==> src/rtl/edge_count_pkg.sv <==
// Shared encodings and the posedge/negedge classifier for the edge counter bank.
// Samples use 2-bit four-state encoding: 00=0, 01=1, 10=z, 11=x.
package edge_count_pkg;

    localparam logic [1:0] LV_0 = 2'b00;
    localparam logic [1:0] LV_1 = 2'b01;
    localparam logic [1:0] LV_Z = 2'b10;
    localparam logic [1:0] LV_X = 2'b11;

    localparam logic [1:0] MODE_OFF  = 2'b00;
    localparam logic [1:0] MODE_POS  = 2'b01;
    localparam logic [1:0] MODE_NEG  = 2'b10;
    localparam logic [1:0] MODE_BOTH = 2'b11;

    typedef struct packed {
        logic pos;
        logic neg;
    } edge_t;

    // Leaving 0 toward anything is a rise and leaving 1 is a fall; from x/z only
    // a resolved 1 or 0 counts, so x<->z is never an edge.
    function automatic edge_t classify(input logic [1:0] prev, input logic [1:0] cur);
        edge_t e;
        e.pos = 1'b0;
        e.neg = 1'b0;
        case (prev)
            LV_0:    e.pos = (cur != LV_0);
            LV_1:    e.neg = (cur != LV_1);
            default: begin
                e.pos = (cur == LV_1);
                e.neg = (cur == LV_0);
            end
        endcase
        return e;
    endfunction

endpackage

==> src/rtl/edge_count_chan.sv <==
// One channel: last-sample register, rising/falling counters, and sticky overflow.
// Clear dominates any same-cycle edge, but the sample register always follows sig_i.
module edge_count_chan
    import edge_count_pkg::*;
#(
    parameter int CNT_W    = 16,
    parameter int SATURATE = 1
) (
    input  logic             clk,
    input  logic             rst_n,
    input  logic [1:0]       sig_i,
    input  logic [1:0]       mode_i,
    input  logic             clr_i,
    output logic [CNT_W-1:0] pos_cnt_o,
    output logic [CNT_W-1:0] neg_cnt_o,
    output logic             ovf_o
);

    logic [1:0]       prev_q, prev_d;
    logic [CNT_W-1:0] pos_q, pos_d;
    logic [CNT_W-1:0] neg_q, neg_d;
    logic             ovf_q, ovf_d;
    edge_t            edg;
    logic             pos_inc, neg_inc;

    assign edg     = classify(prev_q, sig_i);
    assign pos_inc = edg.pos && (mode_i == MODE_POS || mode_i == MODE_BOTH);
    assign neg_inc = edg.neg && (mode_i == MODE_NEG || mode_i == MODE_BOTH);

    always_comb begin
        prev_d = sig_i;
        pos_d  = pos_q;
        neg_d  = neg_q;
        ovf_d  = ovf_q;
        if (clr_i) begin
            pos_d = '0;
            neg_d = '0;
            ovf_d = 1'b0;
        end else begin
            if (pos_inc) begin
                if (&pos_q) begin
                    ovf_d = 1'b1;
                    pos_d = (SATURATE != 0) ? pos_q : '0;
                end else begin
                    pos_d = pos_q + 1'b1;
                end
            end
            if (neg_inc) begin
                if (&neg_q) begin
                    ovf_d = 1'b1;
                    neg_d = (SATURATE != 0) ? neg_q : '0;
                end else begin
                    neg_d = neg_q + 1'b1;
                end
            end
        end
    end

    always_ff @(posedge clk or negedge rst_n) begin
        if (!rst_n) begin
            prev_q <= LV_X;
            pos_q  <= '0;
            neg_q  <= '0;
            ovf_q  <= 1'b0;
        end else begin
            prev_q <= prev_d;
            pos_q  <= pos_d;
            neg_q  <= neg_d;
            ovf_q  <= ovf_d;
        end
    end

    assign pos_cnt_o = pos_q;
    assign neg_cnt_o = neg_q;
    assign ovf_o     = ovf_q;

endmodule

==> src/rtl/edge_count_bank.sv <==
// Bank of independent edge-counting channels with a one-cycle registered readout.
// Read data reflects counter values from before the requesting edge's update.
module edge_count_bank
    import edge_count_pkg::*;
#(
    parameter int CHANNELS = 4,
    parameter int CNT_W    = 16,
    parameter int SATURATE = 1,
    localparam int SEL_W   = (CHANNELS > 1) ? $clog2(CHANNELS) : 1
) (
    input  logic                  clk,
    input  logic                  rst_n,
    input  logic [2*CHANNELS-1:0] sig_i,
    input  logic [2*CHANNELS-1:0] mode_i,
    input  logic [CHANNELS-1:0]   clr_i,
    input  logic                  rd_en_i,
    input  logic [SEL_W-1:0]      rd_sel_i,
    output logic                  rd_valid_o,
    output logic [CNT_W-1:0]      rd_pos_o,
    output logic [CNT_W-1:0]      rd_neg_o,
    output logic [CHANNELS-1:0]   ovf_o
);

    logic [CHANNELS-1:0][CNT_W-1:0] pos_cnt;
    logic [CHANNELS-1:0][CNT_W-1:0] neg_cnt;

    for (genvar c = 0; c < CHANNELS; c++) begin : g_chan
        edge_count_chan #(
            .CNT_W    (CNT_W),
            .SATURATE (SATURATE)
        ) u_chan (
            .clk       (clk),
            .rst_n     (rst_n),
            .sig_i     (sig_i[2*c +: 2]),
            .mode_i    (mode_i[2*c +: 2]),
            .clr_i     (clr_i[c]),
            .pos_cnt_o (pos_cnt[c]),
            .neg_cnt_o (neg_cnt[c]),
            .ovf_o     (ovf_o[c])
        );
    end

    logic [CNT_W-1:0] sel_pos, sel_neg;
    logic             rd_valid_q, rd_valid_d;
    logic [CNT_W-1:0] rd_pos_q, rd_pos_d;
    logic [CNT_W-1:0] rd_neg_q, rd_neg_d;

    // A select with no matching channel falls through to zeros.
    always_comb begin
        sel_pos = '0;
        sel_neg = '0;
        for (int c = 0; c < CHANNELS; c++) begin
            if (rd_sel_i == SEL_W'(c)) begin
                sel_pos = pos_cnt[c];
                sel_neg = neg_cnt[c];
            end
        end
    end

    always_comb begin
        rd_valid_d = rd_en_i;
        rd_pos_d   = rd_en_i ? sel_pos : rd_pos_q;
        rd_neg_d   = rd_en_i ? sel_neg : rd_neg_q;
    end

    always_ff @(posedge clk or negedge rst_n) begin
        if (!rst_n) begin
            rd_valid_q <= 1'b0;
            rd_pos_q   <= '0;
            rd_neg_q   <= '0;
        end else begin
            rd_valid_q <= rd_valid_d;
            rd_pos_q   <= rd_pos_d;
            rd_neg_q   <= rd_neg_d;
        end
    end

    assign rd_valid_o = rd_valid_q;
    assign rd_pos_o   = rd_pos_q;
    assign rd_neg_o   = rd_neg_q;

endmodule
==> config.mk <==
export PLATFORM = sky130hd
export DESIGN_NAME = edge_count_bank
export DESIGN_NICKNAME = d
export VERILOG_FILES = /design/src/rtl/edge_count_pkg.sv /design/src/rtl/edge_count_chan.sv /design/src/rtl/edge_count_bank.sv
export SDC_FILE = /design/constraint.sdc
export NUM_CORES = 1
export LEC_CHECK = 0
export ABC_AREA = 0
export CORE_ASPECT_RATIO = 0.5
export CORE_MARGIN = 10
export CORE_UTILIZATION = 60
export DETAILED_ROUTE_END_ITERATION = 7
export PLACE_DENSITY = 0.81
export SYNTH_ARGS = -nofsm -noshare
export SYNTH_HDL_FRONTEND = slang
export SYNTH_SLANG_ARGS = --single-unit
==> constraint.sdc <==
create_clock -name clk -period 3 [get_ports clk]
set_clock_uncertainty 0.05 [all_clocks]
set_input_delay 0.6 -clock clk [delete_from_list [all_inputs] [get_ports clk]]
set_output_delay 0.6 -clock clk [all_outputs]
set_load 0.02 [all_outputs]
==> summary.md, run 1 <==
| Metric | Value |
|---|---|
| Status | `finished, final reports clean` |
| Seq/Total Area, Yosys | `0.461` |
| Synth unique cells | `53` |
| Critical R2R Launch | `g_chan[0].u_chan.prev_q[1]` |
| Pre-Repair DR Iteration Count | `6` |
| Initial Utilization | `0.613` |
| Hold Path Class | `in2async` |
| Worst Path Max Fanout | `6` |
| CP top delay family | `simple AND/OR/NAND/NOR gates` |
| Ratio of cells with drive above 1 in the final layout | `0.154` |
| #FFs+latches synth | `roughly 170` |
| Max incr delay on CP | `660 ps` |
| Critical path, cell by cell | `clkdlybuf4s50_1, mux2_2, or4_1, nor4_1, xnor2_1, nor2_1` |
| FFs w/ async S/R, synth | `1.00` |
| Syn Nets | `938` |
| Chip Height | `approximately 110 um` |
| Root buf cell | `clkbuf_16` |
| Most used DFF post-synth | `dfrtp_1` |
| Startpoint Class | `input pin` |
| WHS | `between 60 and 70 ps` |
| DP Area | `0.0103 mm^2` |
| Io pins | `a little over 60` |
| Post-CTS sizing | `0` |
| CTS H-tree lvls | `4` |
| Worst Path Arrival | `roughly 2600 ps` |
| Post-synth EDFFs | `0` |
| PnR Total Power | `between 4 and 5 mW` |
| Hold Violations, Final | `0` |
| Post-synthesis cell count | `905` |
| Worst r2r path cells | `5` |
| Final setup vio count | `0` |
| CP Capture Type | `register` |
| Setup CP Type | `in2reg` |
| Clk_lat worst skew | `440 ps` |
| Tcrit/Tclk final | `0.778` |
| Vias in the first global route | `approximately 7300` |
| Flop-to-flop setup slack | `slightly below 700 ps` |
| Drt total wl | `23600 um` |
| Crit path time final | `roughly 2300 ps` |
| Worst slack, placed | `260 ps` |
| Maximum vdd drop | `0.421 mV` |
| Vias | `approximately 7600` |
| Buf/Inv on CP | `1` |
| Syn Area/Cell | `around 10 um^2` |
| Initial antenna violation count | `0` |
| Die Span X | `between 150 and 200 um` |
| Overall routing resource usage | `0.226` |
| Antenna-violating nets left | `0` |
| Commonest non-fill, non-tap cell in the layout | `dfrtp_1` |
| Cts-stage hold buffer count | `0` |
| Slew HR | `0.438` |
| Worst setup startpoint | `sig_i[1]` |
| Post-Syn Area | `approximately 0.0094 mm^2` |
| Worst-Margin Slew | `between 800 and 900 ps` |
| R2R Path End | `g_chan[0].u_chan.pos_cnt_o[13]` |
| Largest net degree at the start of global routing | `53` |
| Worst setup margin | `between 600 and 700 ps` |
| Area grow syn2layout | `15.9%` |
| Most frequent cells in the layout | `dfrtp_1 (165), nor2_1 (131), xnor2_1 (79), clkdlybuf4s50_1 (59), nand2_1 (50)` |
| Setup Fix Bufs, Post-CTS | `0` |
| Vias/cell | `6.43` |
| Number of placement rows | `32` |
| Wire length per cell | `about 20 um` |
| Port Buffer Count | `between 60 and 70` |
| # Max-Cap Violations | `0` |
| CTS clk-pin slew, worst paths | `approximately 80 ps` |
| CTS Buf Count | `17` |
| Post-DP HPWL | `approximately 17000 um` |
| YS warnings | `0` |
| Final #Nets | `1001` |
| Final global-route overflow total | `0` |
| Core area | `roughly 0.015 mm^2` |
| P_leak | `4.32 nW` |
| TritonCTS clock tree | `yes` |
| Slowest-stage cell, CP | `or4_1` |
| Die area | `0.0214 mm^2` |
| Setup TNS | `0 ps` |
| Placer Congestion | `~0.93` |
| DRC viols | `0` |
| Antenna fix cells | `0` |
| Global-route wire length before repair | `between 30000 and 40000 um` |
| RSZ-0062 raised after global routing | `no` |
| Max Fclk | `roughly 430 MHz` |
| Power per Cell Area | `around 450 mW/mm^2` |
| Worst endpoint required time | `roughly 3200 ps` |
| Design area | `approximately 0.011 mm^2` |
| CTS sink cnt | `between 150 and 200` |
| Clk buf depth | `2` |
| Max Slew Vio Count | `0` |
| DRT iter0 DRCs | `roughly 760` |
per-layer routing:
| layer | part of all wire | vias to the layer above | GRT usage |
|---|---|---|---|
| li1 | - | 3456 | - |
| met1 | 0.43 | 3790 | 0.296 |
| met2 | 0.47 | 321 | 0.365 |
| met3 | 0.076 | 47 | 0.0546 |
| met4 | 0.026 | 0 | 0.0796 |
| met5 | 0 | - | 0 |
cell families after synthesis:
group,after synthesis,synth area share
adder cells (fa/ha/maj),8,0.0106
XOR/XNOR,95,0.0883
multiplexers,76,0.129
AND/OR/NAND/NOR,412,0.225
buffers and inverters,56,0.0252
AO/OA/AOI/OAI,85,0.0614
flip-flops,173,0.461
metrics by stage:
stage / util / instances
final: 0.710 / 1185
after global placement: 0.672 / 1153
after CTS: 0.710 / 1185
after floorplan: - / 905
after detailed placement: 0.672 / 1153
after global routing: 0.710 / 1185
Yosys cell counts (12+ instances only):
cell type	n	area [um^2]
nor4_1	39	244
a21oi_1	19	95.1
and3_1	20	125
nor2_1	131	492
clkbuf_1	33	124
a211oi_1	14	105
mux4_2	31	698
nor3_1	32	160
nand2_1	50	188
xor2_1	16	140
nand3_1	42	210
and4_1	14	123
inv_1	12	45.0
mux2_2	38	428
dfrtp_1	165	4130
xnor2_1	79	692
o21ai_0	17	85.1
nand4_1	33	206
registers in the layout, summed over array words and instances, names as in the netlist:
| register | count |
|---|---|
| g_chan.u_chan.neg_cnt_o | 64 |
| g_chan.u_chan.ovf_o | 4 |
| g_chan.u_chan.pos_cnt_o | 64 |
| g_chan.u_chan.prev_q | 8 |
| rd_neg_o | 16 |
| rd_pos_o | 16 |
| rd_valid_o | 1 |
power by group:
part / internal [mW] / total, mW / switching [mW]
logic: 0.122 / 0.309 / 0.187
clock network: 1.13 / 2.20 / 1.07
registers: 2.36 / 2.39 / 0.0281
worst register-to-register path: cells and delay by family, from the launching register on:
| kind | cells | cell delay, ps |
|---|---|---|
| xor+xnor | 1 | 170 |
| flops | 1 | 560 |
| mux | 1 | 350 |
| simple gates | 3 | 1030 |
layout make-up:
class                   count  area (um^2)
clock buffers              18          439
clock inverters            14          150
fillers                  1100         4460
inverters                  12         45.0
multi-input cells         676         4840
flip-flops and latches    173         4340
well taps                 204          255
repair buffers             88          847
worst max path at each step:
stage | slack (ps) | to | depth (start not counted)
finish | 670 | g_chan[0].u_chan.pos_cnt_o[13] | 6
global route | 520 | g_chan[2].u_chan.neg_cnt_o[7] | 6
CTS | 710 | g_chan[0].u_chan.pos_cnt_o[13] | 6
detailed placement | 260 | g_chan[0].u_chan.pos_cnt_o[13] | 6
global placement | 310 | g_chan[0].u_chan.pos_cnt_o[13] | 6
floorplan | 880 | g_chan[2].u_chan.pos_cnt_o[3] | 6
(Power assumes the default switching activity.)
==> run 2: changes to the inputs <==
==> constraint.sdc (replaced) <==
create_clock -name clk -period 2.3 [get_ports clk]
set_clock_uncertainty 0.05 [all_clocks]
set_input_delay 0.46 -clock clk [delete_from_list [all_inputs] [get_ports clk]]
set_output_delay 0.46 -clock clk [all_outputs]
set_load 0.02 [all_outputs]
==> run 2 against run 1 <==
Count of clock-buffer cells in the layout up 1. Combinational power up 42%. Cell count up 2.7%. Critical path depth unchanged. Total power up 33%. Register-to-register slack worse by 560 ps. Flip-flop and latch count unchanged. Via count up 3.3%. Routed wire length up 6.3%. First-iteration DRC count down 1.4%. Clock power up 35%. Core utilization up 2.1 points. Critical path type is now reg2reg. Largest power group unchanged. Highest routed layer unchanged.
==> summary.md, run 2 (same netlist as run 1, synthesis figures left out) <==
| Metric | Value |
|---|---|
| Chip Height | `approximately 110 um` |
| Area grow syn2layout | `19.3%` |
| Vias in the first global route | `roughly 7600` |
| CP Capture Type | `register` |
| Clk_lat worst skew | `around 440 ps` |
| Hold Violations, Final | `0` |
| Die Span X | `197 um` |
| Max Slew Vio Count | `0` |
| Drt total wl | `~25000 um` |
| Hold Path Class | `in2async` |
| Tcrit/Tclk final | `0.949` |
| Setup TNS | `0 ps` |
| # Max-Cap Violations | `0` |
| Wire length per cell | `about 20 um` |
| Initial Utilization | `0.613` |
| Port Buffer Count | `just over 60` |
| Worst Path Max Fanout | `5` |
| CTS H-tree lvls | `4` |
| Slew HR | `0.582` |
| Fin util | `0.731` |
| Overall routing resource usage | `0.240` |
| Post-DP HPWL | `17500 um` |
| Initial antenna violation count | `0` |
| Clk buf depth | `2` |
| Most frequent cells in the layout | `dfrtp_1 (165), nor2_1 (131), xnor2_1 (79), clkdlybuf4s50_1 (59), buf_4 (53)` |
| CTS Buf Count | `17` |
| Number of placement rows | `32` |
| Ratio of cells with drive above 1 in the final layout | `0.185` |
| Die area | `~0.021 mm^2` |
| Maximum vdd drop | `roughly 0.54 mV` |
| P_leak | `around 4.5 nW` |
| Antenna-violating nets left | `0` |
| Pre-Repair DR Iteration Count | `6` |
| Io pins | `62` |
| TritonCTS clock tree | `yes` |
| Vias | `about 8000` |
| Largest net degree at the start of global routing | `54` |
| Commonest non-fill, non-tap cell in the layout | `dfrtp_1` |
| Status | `finished, final reports clean` |
| Non-Filler Instances | `~1200` |
| Final setup vio count | `0` |
| Core area | `around 0.015 mm^2` |
| CTS sink cnt | `~170` |
| Final global-route overflow total | `0` |
| Startpoint Class | `register` |
| DRC viols | `0` |
| CTS clk-pin slew, worst paths | `roughly 80 ps` |
| Setup CP Type | `reg2reg` |
| Worst endpoint required time | `around 2600 ps` |
| Global-route wire length before repair | `between 40000 and 50000 um` |
| Power per Cell Area | `581 mW/mm^2` |
| DRT iter0 DRCs | `approximately 750` |
| Max Fclk | `roughly 460 MHz` |
| Crit path time final | `roughly 2200 ps` |
| Dpl cells | `1184` |
| Worst-Margin Slew | `625 ps` |
| Flop-to-flop setup slack | `120 ps` |
| Final #Nets | `slightly above 1000` |
| Root buf cell | `clkbuf_16` |
| Placer Congestion | `roughly 0.96` |
| Antenna fix cells | `0` |
| Vias/cell | `approximately 6.5` |
| Worst Path Arrival | `2430 ps` |
## run 2: changes by cell type in the layout (fill, tap and decap cells not counted), sizes merged
cell         change
clkbuf           +1
buf             +31
inv              -3
bufinv           +2
dlygate4sd3      +1
## run 2: layout make-up
cell class              instances  area [um^2]
multi-input cells             676         4880
inverters                      12         45.0
repair buffers                120         1110
clock buffers                  19          443
clock inverters                13          159
flip-flops and latches        173         4340
fillers                      1030         4140
well taps                     204          255
## run 2: repair_timing
action | CTS | global route
hold buffers | 1 | 0
gates resized for setup | 1 | 6
endpoints found under the setup margin | 1 | 8
pin swaps | 0 | 0
buffers inserted | 0 | 0
hold endpoints to repair | 25 | 0
## run 2: worst max-delay path, cell delays in order, from the launching register on
cell and delay [ps]:
dfrtp_1 440, ha_1 260, nand4_1 240, or4_4 620
o211ai_1 230, xor2_1 160, nor2_1 50
## run 2: path summary, 6_finish.rpt
kind	endpoint	cells after the start	from
worst min-delay path	g_chan[3].u_chan.neg_cnt_o[9]	2	rst_n
max in group asynchronous	g_chan[1].u_chan.prev_q[1]	3	rst_n
min in group clk	g_chan[2].u_chan.prev_q[0]	1	sig_i[4]
worst max register to register	g_chan[0].u_chan.neg_cnt_o[5]	6	g_chan[0].u_chan.neg_cnt_o[0]
worst min register to register	rd_pos_o[10]	1	rd_pos_o[10]
worst max-delay path	g_chan[0].u_chan.neg_cnt_o[5]	6	g_chan[0].u_chan.neg_cnt_o[0]
## run 2: report_power, final
group	total [mW]	switching [mW]	internal (mW)
combinational	0.440	0.255	0.185
clock	2.98	1.32	1.66
sequential	3.11	0.0362	3.08
## run 2: routing by layer
metal	global-route usage	part of all wire	up-vias
li1	-	-	3516
met1	0.309	0.41	3908
met2	0.403	0.49	371
met3	0.0462	0.080	68
met4	0.0862	0.024	0
met5	0	0	-
## run 2: stage by stage
stage	setup slack, ps	instance area (um^2)	total power, mW	hold WS (ps)
after floorplan	182	9420	3.37	114
after global placement	-176	10600	3.59	305
after detailed placement	-252	10600	3.61	314
after CTS	36.4	11200	6.56	418
after global routing	-2.23	11200	6.73	423
final	117	11200	6.53	417
==> run 3: changes to the inputs <==
--- a/config.mk
+++ b/config.mk
@@ -8,9 +8,8 @@
 export ABC_AREA = 0
 export CORE_ASPECT_RATIO = 0.5
 export CORE_MARGIN = 10
-export CORE_UTILIZATION = 60
+export CORE_UTILIZATION = 25
 export DETAILED_ROUTE_END_ITERATION = 7
-export PLACE_DENSITY = 0.81
 export SYNTH_ARGS = -nofsm -noshare
 export SYNTH_HDL_FRONTEND = slang
 export SYNTH_SLANG_ARGS = --single-unit
==> constraint.sdc (replaced) <==
create_clock -name clk -period 2.3 [get_ports clk]
set_clock_uncertainty 0.05 [all_clocks]
set_input_delay 0.46 -clock clk [delete_from_list [all_inputs] [get_ports clk]]
set_output_delay 0.46 -clock clk [all_outputs]
set_load 0.1 [all_outputs]
==> run 3 against run 2 <==
Flip-flop and latch count unchanged. Combinational power is 8.4% higher. Sequential power hardly changed. Worst setup slack got worse by 26 ps. Count of clock-buffer cells in the layout decreased by 1. Worst hold slack better by 23 ps. Via count shrank 4.3%. Maximum frequency shrank 1.2%. Core utilization down 42 points. Critical path type unchanged. Largest cell class unchanged. Largest power group unchanged.
==> summary.md, run 3 (same netlist as run 1, synthesis figures left out) <==
| Metric | Value |
|---|---|
| Status | `finished, final reports clean` |
| Clk buf depth | `2` |
| Hold Path Class | `in2reg` |
| DRC viols | `0` |
| # fillers | `approximately 3800` |
| DRT iter0 DRCs | `586` |
| Max Slew Vio Count | `0` |
| Root buf cell | `clkbuf_16` |
| Wire length per cell | `around 17 um` |
| Crit path time final | `between 2000 and 2500 ps` |
| Hold Violations, Final | `0` |
| Die area | `about 0.046 mm^2` |
| Number of placement rows | `50` |
| Antenna-violating nets left | `0` |
| Worst Path Arrival | `around 2500 ps` |
| Final setup vio count | `0` |
| Critical R2R Launch | `g_chan[3].u_chan.neg_cnt_o[6]` |
| Maximum vdd drop | `~0.42 mV` |
| # Max-Cap Violations | `0` |
| Core area | `roughly 0.037 mm^2` |
| Ratio of cells with drive above 1 in the final layout | `0.213` |
| Post-DP HPWL | `roughly 19000 um` |
| Design area | `between 0.01 and 0.015 mm^2` |
| Largest net degree at the start of global routing | `57` |
| Chip Height | `roughly 160 um` |
| Power per Cell Area | `roughly 570 mW/mm^2` |
| WHS | `439 ps` |
| Max incr delay on CP | `550 ps` |
| CTS clk-pin slew, worst paths | `roughly 70 ps` |
| Worst setup startpoint | `g_chan[3].u_chan.neg_cnt_o[6]` |
| TritonCTS clock tree | `yes` |
| RSZ-0062 raised after global routing | `no` |
| Io pins | `between 60 and 70` |
| Global-route wire length before repair | `between 40000 and 50000 um` |
| CTS H-tree lvls | `4` |
| Clk_lat worst skew | `430 ps` |
| Area grow syn2layout | `21.6%` |
| Setup CP Type | `reg2reg` |
| Hold path start | `sig_i[2]` |
| Worst-Margin Slew | `between 400 and 500 ps` |
| CP Capture Type | `register` |
| CTS Buf Count | `17` |
| Multi-input logic area | `between 0.004 and 0.005 mm^2` |
| Initial Utilization | `0.253` |
| Worst r2r path cells | `5` |
| WHS Path Cells | `1` |
| Final #Nets | `slightly above 1000` |
| Worst Path Max Fanout | `6` |
| Commonest non-fill, non-tap cell in the layout | `dfrtp_1` |
| Setup TNS | `0 ps` |
| Slew HR | `0.662` |
| Tcrit/Tclk final | `0.960` |
| Die Span X | `just under 300 um` |
| Startpoint Class | `register` |
| Overall routing resource usage | `0.112` |
| CTS sink cnt | `~170` |
| Critical path depth | `5` |
| Drt total wl | `around 25000 um` |
| Vias | `7521` |
| Buf/Inv on CP | `0` |
| Register area | `0.00434 mm^2` |
| Worst endpoint required time | `between 2000 and 3000 ps` |
| Initial antenna violation count | `1` |
| Slowest-stage cell, CP | `or4b_4` |
| P_leak | `around 4.5 nW` |
| DP Area | `0.0108 mm^2` |
| Port Buffer Count | `61` |
| CP top delay family | `simple AND/OR/NAND/NOR gates` |
| Most frequent cells in the layout | `dfrtp_1 (164), nor2_1 (131), buf_4 (81), xnor2_1 (79), nand2_1 (50)` |
| Placer Congestion | `about 0.87` |
| Vias/cell | `approximately 5.0` |
| Critical path, cell by cell | `nand4_2, or3_4, or4b_4, or3_1, a21oi_1` |
| Vias in the first global route | `7524` |
| Max Fclk | `~450 MHz` |
| Pre-Repair DR Iteration Count | `7` |
| Final global-route overflow total | `0` |
==> run 3: cell count changes in the layout (fill, tap and decap cells not counted), moves of 2 or more <==
cell,before,now
clkdlybuf4s50_1,59,22
buf_4,53,81
clkinv_4,5,1
inv_6,2,6
buf_12,5,7
nor4_1,36,38
==> run 3: worst paths after layout <==
kind / end / slack [ps]
setup / recovery: g_chan[3].u_chan.neg_cnt_o[13] / 90
hold / removal: g_chan[1].u_chan.prev_q[0] / 440
setup reg to reg: g_chan[3].u_chan.neg_cnt_o[13] / 90
hold reg to reg: g_chan[2].u_chan.ovf_o / 460
max in group asynchronous: g_chan[3].u_chan.neg_cnt_o[5] / 1030
min in group asynchronous: g_chan[2].u_chan.pos_cnt_o[2] / 460
==> run 3: final cells by class <==
type                    instances  share of cell area
repair buffers                113              0.0869
clock buffers                  18              0.0375
clock inverters                14              0.0149
inverters                      12             0.00393
flip-flops and latches        173               0.379
diodes                          1            0.000219
well taps                     494              0.0540
multi-input cells             676               0.424
==> run 3: power by group <==
part           switching [mW]  internal (mW)  total [mW]
clock                    1.33           1.65        2.98
sequential             0.0394           3.08        3.12
combinational           0.296          0.182       0.477
==> run 3: metrics by stage <==
stage          setup slack [ps]  instances  power, mW  utilization
6_report                   90.9       1501       6.57        0.307
3_5_place_dp               -217       1467       3.66        0.290
4_1_cts                    72.7       1500       6.65        0.307
3_3_place_gp               -226       1467       3.65        0.290
5_1_grt                    32.4       1500       6.83        0.307
2_1_floorplan               182        905       3.42            -
==> run 3: metal layers <==
layer | part of all wire | wire, um | GRT usage
met5 | 0 | 0 | 0
met4 | 0.016 | 403 | 0.0348
met3 | 0.045 | 1140 | 0.0191
met2 | 0.49 | 12400 | 0.182
met1 | 0.45 | 11500 | 0.149
==> run 3: repair_timing <==
action / 4_1_cts / 5_1_grt
buffers inserted: 0 / 0
resized for setup: 0 / 3
hold buffers: 1 / 0
endpoints found under the hold margin: 34 / 0
setup endpoints to repair: 0 / 4
